### config.mk
export PLATFORM = sky130hd
export DESIGN_NAME = peripheral
export DESIGN_NICKNAME = d
export VERILOG_FILES = /design/src/rtl/peripheral_pkg.sv /design/src/rtl/peripheral_uart_core.sv /design/src/rtl/peripheral.sv
export SDC_FILE = /design/constraint.sdc
export NUM_CORES = 1
export LEC_CHECK = 0
export BUFFER_PORTS_ARGS = -buffer_cell sky130_fd_sc_hd__buf_2
export CORE_ASPECT_RATIO = 0.6
export CORE_MARGIN = 2
export CORE_UTILIZATION = 35
export DETAILED_ROUTE_END_ITERATION = 8
export PLACE_DENSITY_LB_ADDON = 0.12
export SLEW_MARGIN = 20
export SYNTH_ARGS = -nofsm -noshare
export SYNTH_HDL_FRONTEND = slang
export SYNTH_HIERARCHICAL = 1
export SYNTH_SLANG_ARGS = --single-unit
export TNS_END_PERCENT = 10
### constraint.sdc
create_clock -name clk -period 5.3 [get_ports clk]
set_clock_uncertainty 0.15 [all_clocks]
set_input_delay 0.53 -clock clk [delete_from_list [all_inputs] [get_ports clk]]
set_output_delay 0.53 -clock clk [all_outputs]
set_load 0.03 [all_outputs]
### src/rtl/peripheral_pkg.sv
// Shared definitions for the memory-mapped peripheral: register map,
// clock/baud defaults and the UART state encoding.
package peripheral_pkg;

   localparam int CLK_FREQ_DEFAULT = 50_000_000;
   localparam int BAUD_DEFAULT     = 9600;

   localparam logic [31:0] ADDR_TH       = 32'h4000_0000;
   localparam logic [31:0] ADDR_TL       = 32'h4000_0004;
   localparam logic [31:0] ADDR_TCON     = 32'h4000_0008;
   localparam logic [31:0] ADDR_LED      = 32'h4000_000C;
   localparam logic [31:0] ADDR_SWITCH   = 32'h4000_0010;
   localparam logic [31:0] ADDR_DIGI     = 32'h4000_0014;
   localparam logic [31:0] ADDR_UART_TXD = 32'h4000_0018;
   localparam logic [31:0] ADDR_UART_RXD = 32'h4000_001C;
   localparam logic [31:0] ADDR_UART_CON = 32'h4000_0020;

   typedef enum logic [1:0] {
      UART_IDLE  = 2'd0,
      UART_START = 2'd1,
      UART_DATA  = 2'd2,
      UART_STOP  = 2'd3
   } uart_state_e;

endpackage

### src/rtl/peripheral_uart_core.sv
// 8N1 UART transmitter and receiver with down-counting bit timers.
// state      | meaning
// UART_IDLE  | line idle (TX: waiting for tx_start, RX: waiting for falling edge)
// UART_START | start bit (TX: driving 0, RX: waiting for mid-start re-check)
// UART_DATA  | eight data bits, LSB first
// UART_STOP  | stop bit (TX: driving 1, RX: waiting for stop sample)
module peripheral_uart_core
   import peripheral_pkg::*;
#(
   parameter int BIT_CYCLES = 5208
) (
   input  logic       clk,
   input  logic       reset,
   input  logic       tx_start,
   input  logic [7:0] tx_data,
   output logic       tx_busy,
   output logic       tx_done_pulse,
   output logic       txd,
   input  logic       rxd,
   output logic [7:0] rx_data,
   output logic       rx_done_pulse
);

   localparam int CW = $clog2(BIT_CYCLES);
   localparam logic [CW-1:0] BIT_LAST  = CW'(BIT_CYCLES - 1);
   localparam logic [CW-1:0] HALF_LAST = CW'(BIT_CYCLES / 2 - 1);

   uart_state_e     tx_state_q, tx_state_d;
   logic [CW-1:0]   tx_cnt_q, tx_cnt_d;
   logic [2:0]      tx_bit_q, tx_bit_d;
   logic [7:0]      tx_shift_q, tx_shift_d;
   logic            txd_q, txd_d;
   logic            tx_tc;

   uart_state_e     rx_state_q, rx_state_d;
   logic [CW-1:0]   rx_cnt_q, rx_cnt_d;
   logic [2:0]      rx_bit_q, rx_bit_d;
   logic [7:0]      rx_shift_q, rx_shift_d;
   logic [7:0]      rx_data_q, rx_data_d;
   logic            rxd_s1_q, rxd_s2_q, rxd_prev_q;
   logic            rx_tc;

   assign tx_tc   = (tx_cnt_q == '0);
   assign rx_tc   = (rx_cnt_q == '0);
   assign tx_busy = (tx_state_q != UART_IDLE);
   assign txd     = txd_q;
   assign rx_data = rx_data_q;

   always_comb begin
      tx_state_d    = tx_state_q;
      tx_cnt_d      = tx_cnt_q;
      tx_bit_d      = tx_bit_q;
      tx_shift_d    = tx_shift_q;
      txd_d         = txd_q;
      tx_done_pulse = 1'b0;
      if (tx_state_q != UART_IDLE && !tx_tc) tx_cnt_d = tx_cnt_q - 1'b1;
      case (tx_state_q)
         UART_IDLE: begin
            if (tx_start) begin
               tx_state_d = UART_START;
               tx_cnt_d   = BIT_LAST;
               tx_shift_d = tx_data;
               txd_d      = 1'b0;
            end
         end
         UART_START: begin
            if (tx_tc) begin
               tx_state_d = UART_DATA;
               tx_cnt_d   = BIT_LAST;
               tx_bit_d   = 3'd0;
               txd_d      = tx_shift_q[0];
               tx_shift_d = tx_shift_q >> 1;
            end
         end
         UART_DATA: begin
            if (tx_tc) begin
               tx_cnt_d = BIT_LAST;
               if (tx_bit_q == 3'd7) begin
                  tx_state_d = UART_STOP;
                  txd_d      = 1'b1;
               end else begin
                  tx_bit_d   = tx_bit_q + 3'd1;
                  txd_d      = tx_shift_q[0];
                  tx_shift_d = tx_shift_q >> 1;
               end
            end
         end
         UART_STOP: begin
            if (tx_tc) begin
               tx_state_d    = UART_IDLE;
               tx_done_pulse = 1'b1;
            end
         end
         default: tx_state_d = UART_IDLE;
      endcase
   end

   // Start detection uses the synchronized line; the half-bit wait lands the
   // re-check, and every later sample, near the middle of a bit cell.
   always_comb begin
      rx_state_d    = rx_state_q;
      rx_cnt_d      = rx_cnt_q;
      rx_bit_d      = rx_bit_q;
      rx_shift_d    = rx_shift_q;
      rx_data_d     = rx_data_q;
      rx_done_pulse = 1'b0;
      if (rx_state_q != UART_IDLE && !rx_tc) rx_cnt_d = rx_cnt_q - 1'b1;
      case (rx_state_q)
         UART_IDLE: begin
            if (rxd_prev_q && !rxd_s2_q) begin
               rx_state_d = UART_START;
               rx_cnt_d   = HALF_LAST;
            end
         end
         UART_START: begin
            if (rx_tc) begin
               if (!rxd_s2_q) begin
                  rx_state_d = UART_DATA;
                  rx_cnt_d   = BIT_LAST;
                  rx_bit_d   = 3'd0;
               end else begin
                  rx_state_d = UART_IDLE;
               end
            end
         end
         UART_DATA: begin
            if (rx_tc) begin
               rx_shift_d = {rxd_s2_q, rx_shift_q[7:1]};
               rx_cnt_d   = BIT_LAST;
               if (rx_bit_q == 3'd7) rx_state_d = UART_STOP;
               else                  rx_bit_d   = rx_bit_q + 3'd1;
            end
         end
         UART_STOP: begin
            if (rx_tc) begin
               rx_state_d = UART_IDLE;
               if (rxd_s2_q) begin
                  rx_data_d     = rx_shift_q;
                  rx_done_pulse = 1'b1;
               end
            end
         end
         default: rx_state_d = UART_IDLE;
      endcase
   end

   always_ff @(posedge clk or posedge reset) begin
      if (reset) begin
         tx_state_q <= UART_IDLE;
         tx_cnt_q   <= '0;
         tx_bit_q   <= 3'd0;
         tx_shift_q <= 8'h00;
         txd_q      <= 1'b1;
         rx_state_q <= UART_IDLE;
         rx_cnt_q   <= '0;
         rx_bit_q   <= 3'd0;
         rx_shift_q <= 8'h00;
         rx_data_q  <= 8'h00;
         rxd_s1_q   <= 1'b1;
         rxd_s2_q   <= 1'b1;
         rxd_prev_q <= 1'b1;
      end else begin
         tx_state_q <= tx_state_d;
         tx_cnt_q   <= tx_cnt_d;
         tx_bit_q   <= tx_bit_d;
         tx_shift_q <= tx_shift_d;
         txd_q      <= txd_d;
         rx_state_q <= rx_state_d;
         rx_cnt_q   <= rx_cnt_d;
         rx_bit_q   <= rx_bit_d;
         rx_shift_q <= rx_shift_d;
         rx_data_q  <= rx_data_d;
         rxd_s1_q   <= rxd;
         rxd_s2_q   <= rxd_s1_q;
         rxd_prev_q <= rxd_s2_q;
      end
   end

endmodule

### src/rtl/peripheral.sv
// Memory-mapped I/O block: reload timer, LED/7-segment outputs, switch input
// and UART, with combinational read-back and a combined interrupt line.
module peripheral
   import peripheral_pkg::*;
#(
   parameter int CLK_FREQ = CLK_FREQ_DEFAULT,
   parameter int BAUD     = BAUD_DEFAULT
) (
   input  logic        clk,
   input  logic        reset,
   input  logic        rd,
   input  logic        wr,
   input  logic [31:0] addr,
   input  logic [31:0] wdata,
   input  logic [7:0]  switch,
   output logic [31:0] rdata,
   output logic [7:0]  led,
   output logic [11:0] digi,
   output logic        irqout,
   input  logic        PC_Uart_rxd,
   output logic        PC_Uart_txd
);

   localparam int BIT_CYCLES = CLK_FREQ / BAUD;

   logic [31:0] th_q, th_d;
   logic [31:0] tl_q, tl_d;
   logic [2:0]  tcon_q, tcon_d;
   logic [7:0]  led_q, led_d;
   logic [11:0] digi_q, digi_d;
   logic [7:0]  tx_data_q, tx_data_d;
   logic [1:0]  con_en_q, con_en_d;
   logic        tx_done_q, tx_done_d;
   logic        rx_done_q, rx_done_d;

   logic        tx_start, tx_busy, tx_done_pulse, rx_done_pulse;
   logic [7:0]  rx_data;

   assign tx_start = wr && (addr == ADDR_UART_TXD) && !tx_busy;
   assign led      = led_q;
   assign digi     = digi_q;
   assign irqout   = tcon_q[2] | (con_en_q[0] & tx_done_q) | (con_en_q[1] & rx_done_q);

   peripheral_uart_core #(
      .BIT_CYCLES (BIT_CYCLES)
   ) u_uart_core (
      .clk           (clk),
      .reset         (reset),
      .tx_start      (tx_start),
      .tx_data       (wdata[7:0]),
      .tx_busy       (tx_busy),
      .tx_done_pulse (tx_done_pulse),
      .txd           (PC_Uart_txd),
      .rxd           (PC_Uart_rxd),
      .rx_data       (rx_data),
      .rx_done_pulse (rx_done_pulse)
   );

   // Timer update first so that a CPU write to TL/TCON below overrides it.
   always_comb begin
      th_d      = th_q;
      tl_d      = tl_q;
      tcon_d    = tcon_q;
      led_d     = led_q;
      digi_d    = digi_q;
      tx_data_d = tx_data_q;
      con_en_d  = con_en_q;
      tx_done_d = tx_done_q;
      rx_done_d = rx_done_q;
      if (tcon_q[0]) begin
         if (tl_q == 32'hFFFF_FFFF) begin
            tl_d = th_q;
            if (tcon_q[1]) tcon_d[2] = 1'b1;
         end else begin
            tl_d = tl_q + 32'd1;
         end
      end
      if (wr) begin
         case (addr)
            ADDR_TH:       th_d     = wdata;
            ADDR_TL:       tl_d     = wdata;
            ADDR_TCON:     tcon_d   = wdata[2:0];
            ADDR_LED:      led_d    = wdata[7:0];
            ADDR_DIGI:     digi_d   = wdata[11:0];
            ADDR_UART_CON: con_en_d = wdata[1:0];
            ADDR_UART_TXD: if (!tx_busy) tx_data_d = wdata[7:0];
            default: ;
         endcase
      end
      // A completion arriving in the same cycle as a status read is kept.
      if (rd && addr == ADDR_UART_CON) begin
         tx_done_d = 1'b0;
         rx_done_d = 1'b0;
      end
      if (tx_done_pulse) tx_done_d = 1'b1;
      if (rx_done_pulse) rx_done_d = 1'b1;
   end

   always_comb begin
      rdata = 32'h0;
      if (rd) begin
         case (addr)
            ADDR_TH:       rdata = th_q;
            ADDR_TL:       rdata = tl_q;
            ADDR_TCON:     rdata = {29'h0, tcon_q};
            ADDR_LED:      rdata = {24'h0, led_q};
            ADDR_SWITCH:   rdata = {24'h0, switch};
            ADDR_DIGI:     rdata = {20'h0, digi_q};
            ADDR_UART_TXD: rdata = {24'h0, tx_data_q};
            ADDR_UART_RXD: rdata = {24'h0, rx_data};
            ADDR_UART_CON: rdata = {27'h0, tx_busy, rx_done_q, tx_done_q, con_en_q};
            default:       rdata = 32'h0;
         endcase
      end
   end

   always_ff @(posedge clk or posedge reset) begin
      if (reset) begin
         th_q      <= 32'h0;
         tl_q      <= 32'h0;
         tcon_q    <= 3'h0;
         led_q     <= 8'h0;
         digi_q    <= 12'h0;
         tx_data_q <= 8'h0;
         con_en_q  <= 2'h0;
         tx_done_q <= 1'b0;
         rx_done_q <= 1'b0;
      end else begin
         th_q      <= th_d;
         tl_q      <= tl_d;
         tcon_q    <= tcon_d;
         led_q     <= led_d;
         digi_q    <= digi_d;
         tx_data_q <= tx_data_d;
         con_en_q  <= con_en_d;
         tx_done_q <= tx_done_d;
         rx_done_q <= rx_done_d;
      end
   end

endmodule

# After elaboration in Yosys (flattened, before gate mapping)
# Cells that the tools add are included.
# W data, S select, Z words.
[op_classes]
n_addsub = 5
n_mul = 0
div_mod_pow = 0
order_cmp = 0
n_eq_ne = 31
n_shift = 0
muxes = 61
bitwise_logic = 5
n_reduce_logical = 36
[ops]
columns = ["op", "n"]
rows = [
  ["$eq A32 B31 Y1 const B", 9],
  ["$pmux W32 S9", 1],
  ["$mux W32", 5],
  ["$mux W13", 8],
  ["$pmux W13 S3", 1],
  ["$add A32 B1 Y32 const B", 1],
  ["$eq A32 B32 Y1 const B", 1],
  ["$mux W8", 4],
  ["$mux W3", 9],
  ["$logic_not A13 Y1", 2],
  ["$pmux W13 S2", 1],
  ["$sub A13 B1 Y13 const B", 2],
  ["$pmux W8 S3", 1],
  ["$mux W2", 11],
  ["$reduce_and A5 Y1", 4],
  ["$ne A2 B1 Y1 const B", 9],
  ["$pmux W2 S4", 2],
  ["$mux W1", 15],
  ["$pmux W3 S2", 2],
  ["$reduce_and A2 Y1", 6],
  ["$reduce_bool A2 Y1", 6],
  ["$eq A2 B2 Y1 const B", 4],
  ["$ne A2 B2 Y1 const B", 4],
  ["$reduce_and A4 Y1", 2],
  ["other kinds (13)", 28],
]
[word_totals]
regBits = 163
latch_bits = 0
mem_bits_rw = 0
mem_bits_ro = 0
output_inout_bits = 54
n_memories = 0

# Depth between registers and ports, before layout
[depth]
word_depth = 7
depth_mapped = 11
ltp_nobuf = 10

# Cells and area by module
# Netlist, hierarchy kept.
[by_module_without_submodules]
columns = ["module", "n_inst", "cells_per_inst", "area_per_inst_um2"]
rows = [
  ["peripheral", 1, 604, 6019.5],
  ["peripheral_uart_core", 1, 315, 3357.0],
]

# Least setup slack after synthesis
# Ideal clock, no wire load.
[synth_path]
kind = "in2out"
startpoint = "input addr[14]"
endpoint = "output rdata[3]"
arrival_ns = 2.384
t_required_ns = 4.620
slack_ns = 2.236
path_stages = 8
cell_sequence = "nor4_1 nand4_1 or2_1 buf_6 nor3_4 buf_2 nand2_1 a31oi_1"
[synth_via]
elab_chain_len = 3
elab_cells_between_ends = 11
[synth_lines]
columns = ["item", "line", "rtl"]
rows = [
  ["start, declared", "peripheral.sv:13", "input logic [31:0] addr,"],
  ["$eq A32 B31 Y1", "peripheral.sv:102", "case (addr)"],
  ["$pmux W32 S9 (*)", "peripheral.sv:102", ""],
  ["$mux W32 (*)", "peripheral.sv:101", "if (rd) begin"],
  ["end, declared", "peripheral.sv:16", "output logic [31:0] rdata,"],
]
# Mark *: on every way between the ends. The rest lies on a longest branch, timed or not.

# Worst setup path in the final report
[layout_path]
startpoint = "input addr[6]"
endpoint = "output rdata[29]"
# The elaborated chain is that of the path after synthesis.

==> metrics.md <==
| Metric | Value |
|---|---|
| Global-route wire length before repair | around 45 mm |
| VDD IR max | ~170 uV |
| Final GP Congestion | approximately 0.85 |
| Met3 wire len | 2.28 mm |
| Arrival time at the worst endpoint | approximately 3100 ps |
| M1 wire length | ~16 mm |
| DRC | 0 |
| Die span in y | ~130 um |
| Worst-path cell chain | buf_2 > nor4_1 > nand4_1 > or2_1 > nor3_4 > buf_4 > a22oi_1 > nor2_1 > buf_2 |
| Leakage power | between 5 and 6 nW |
| Final Hold Fails | 0 |
| Final Cycle Share | 0.718 |
| First drt pass iteration count | 6 |
| Largest cells by area after synthesis | dfrtp_1, mux2_2, nor2_1 |
| Die X-Extent | approximately 220 um |
| Non-filler instance count after layout | about 1.4k |
| Cts repair resizes | 0 |
| Share of cells above drive strength 1 | 0.310 |
| GRT Overall Usage | 0.209 |
| Nets | approximately 1.1k |
| CP Data Required Time | ~4600 ps |
| Total CTS buffers | 17 |
| Max-slew violation count | 0 |
| Largest stage delay, worst path | approximately 890 ps |
| Synth area leader | dfrtp_1 |
| Core area | 0.0264 sq mm |
| Routed vias/inst | between 5 and 6 |
| RSZ-0062 raised after global routing | no |
| Largest net degree at the start of global routing | between 60 and 70 |
| Synth cell types | 84 |
| Fmax | around 0.26 GHz |
| Worst-path fanout max | 21 |
| Cell Pwr Density | 261 mW/mm^2 |
| # port buffers | 130 |
| Max cap viols | 0 |
| Crit path time final | around 3800 ps |
| Metal2 WL | about 10 mm |
| Final setup viols | 0 |
| Yosys top cell area share | 0.424 |
| GRT Residual Overflow | 0 |
| # H-tree levels | 4 |
| Clock sink count | 163 |
| Mapped Cells | around 900 |
| EDFF count, synth | 0 |
| HP Class | in2reg |
| Seq cells post-synth | about 160 |
| Detail Route Antenna Nets | 0 |
| CTS Buffer Depth | 2 |
| Initial antenna violation count | 0 |
| Total power | 2.84 mW |
| Worst hold slack | roughly 35 ps |
| Post-Route WL | between 20 and 30 mm |
| CTS tree | built |
| DR top layer | met4 |
| DRT iter0 DRCs | roughly 620 |
| Area added between synthesis and finish | 16.2% |
| Initial Util | 0.356 |
| CTS Hold Buffers Added | 0 |
| Setup_tns | 0 ps |
| Synthesized area | between 0.009 and 0.01 sq mm |
| Net Count, Synth | 1009 |
| Post-CTS setup buffers | 0 |
| Most used flip-flop cell after synthesis | dfrtp_1 |
| Crit Path Category | in2out |
| Placed Cells | roughly 1.4k |
| Site Rows | 46 |
| Register area share after synthesis | 0.436 |
| HPWL Detailed | 21.1 mm |
| IO Pins | ~130 |
| Startpoint Class | input pin |
| Worst Max-Slew Pin Slew | 1070 ps |
| Most frequent CP cell | buf_2 |
| CTS root buffer | clkbuf_16 |
| Synth warn | 6 |
| Vias | 7890 |
| Critical path's slowest cell | nor3_4 |
| CP endpoint kind | primary output |
| Slew Limit Headroom | 0.282 |
| Routed length per instance | 20.5 um |
| Status | finished clean |
| Clock Latency Late Sink | 440 ps |
| Avg Inst Size Synth | 10.2 sq um |
| Vias in the first global route | approximately 7.2k |
| Worst-path clk slew | 60 ps |
| ANT cells | 0 |
| Total die area | 0.0282 sq mm |
| Async SR Flop Fraction | 1.00 |
[layout make-up]
cell class	instances	area (sq um)
Clock buffer	21	460
Inverter	22	85.1
Multi-Input combinational cell	678	4920
Tap cell	360	450
Timing Repair Buffer	147	803
Clock inverter	11	83.8
Sequential cell	163	4080
Fill cell	2626	15500
[critical path, delay by kind of cell]
| family | cells | cell delay, ps |
|---|---|---|
| compound gates | 1 | 90 |
| buf+inv | 3 | 600 |
| simple gates | 5 | 1900 |
[power breakdown]
part | internal [mW] | total [mW] | switching (mW) | leakage (nW)
Combinational | 0.129 | 0.307 | 0.177 | 2.75
Clock | 0.627 | 1.16 | 0.531 | 0.267
Sequential | 1.32 | 1.38 | 0.0631 | 2.05
Total | 2.07 | 2.84 | 0.771 | 5.07
[logic make-up (layout without fill, tap and decap cells)]
group	count (synthesis)	count (layout)	share of synthesized area
AO/OA/AOI/OAI	209	209	0.155
XOR/XNOR	10	10	0.00934
adder cells (fa/ha/maj)	13	13	0.0173
buffers and inverters	78	201	0.0406
flip-flops	163	163	0.436
multiplexers	129	129	0.157
AND/OR/NAND/NOR	317	317	0.185
[placed cells by master, fill, tap and decap left out, drive strengths merged, types with 6 or more instances in the layout]
cell type	count
mux2i	18
nor2	89
o21ai	35
mux2	111
or2	9
buf	147
nand4	16
a22oi	37
nor4	20
o211ai	7
nand2b	8
nand3	32
xnor2	10
a21o	9
clkbuf	21
a22o	7
a222oi	6
inv	23
and3	11
a21oi	34
dfrtp	159
a211oi	17
a41oi	6
ha	13
a31oi	11
nor3	32
clkinv	9
nand2	69
[registers in the layout, indices dropped and copies added, names as in the netlist, 8 cells and up, named ones only]
signal and cells:
tx_data_q 8, digi 12, u_uart_core/rx_shift_q 8, led 8
u_uart_core/tx_shift_q 8, tl_q 32, th_q 32, u_uart_core/tx_cnt_q 13
u_uart_core/rx_data 8, u_uart_core/rx_cnt_q 13
[worst paths after layout]
kind	depth (start not counted)	startpoint	end	slack (ps)
min	1	PC_Uart_rxd	u_uart_core/rxd_s1_q	40
max	9	addr[6]	rdata[29]	1490
min reg2reg	0	u_uart_core/rxd_s1_q	u_uart_core/rxd_s2_q	210
max reg2reg	9	u_uart_core/tx_state_q[0]	u_uart_core/tx_cnt_q[11]	2160
max in group asynchronous	3	reset	tcon_q[1]	3800
min in group asynchronous	2	reset	led[5]	140
[metrics by stage]
| stage | setup slack [ps] | cell area, sq um | util |
|---|---|---|---|
| after global placement | 1600 | 10300 | 0.392 |
| after floorplan | 2030 | 9380 | - |
| after detailed placement | 1480 | 10300 | 0.392 |
| final | 1490 | 10900 | 0.413 |
| after CTS | 1480 | 10900 | 0.412 |
| after global routing | 1260 | 10900 | 0.413 |
[synth_stat cells, types with 4 or more instances]
cell and instances:
nand2_1 66, buf_2 21, nor2b_1 4, a211oi_1 17
o22ai_1 5, nand3_1 30, xnor2_1 10, o211ai_1 7
and4_1 5, mux2_4 10, a21o_1 9, buf_4 6
and3_1 11, mux2i_1 18, ha_1 13, o31ai_1 4
inv_1 22, dfstp_2 4, a222oi_1 6, nand4_1 13
nor4_1 17, dfrtp_1 159, mux2_1 4, nor3_1 25
a2bb2oi_1 4, nor2_1 84, a22oi_1 37, or2_1 4
nor3_4 5, or2_2 5, a31oi_1 11, or3_1 4
nand2b_1 8, a21oi_1 34, buf_6 5, mux2_2 97
a22o_1 7, a41oi_1 6, o21ai_0 32, clkbuf_1 22
[layer usage]
| metal | up-vias | track usage |
|---|---|---|
| met4 | 0 | 0.0394 |
| met2 | 296 | 0.251 |
| met5 | - | 0 |
| li1 | 3682 | - |
| met3 | 15 | 0.0579 |
| met1 | 3897 | 0.351 |
Power figures use the tool's default switching activity.
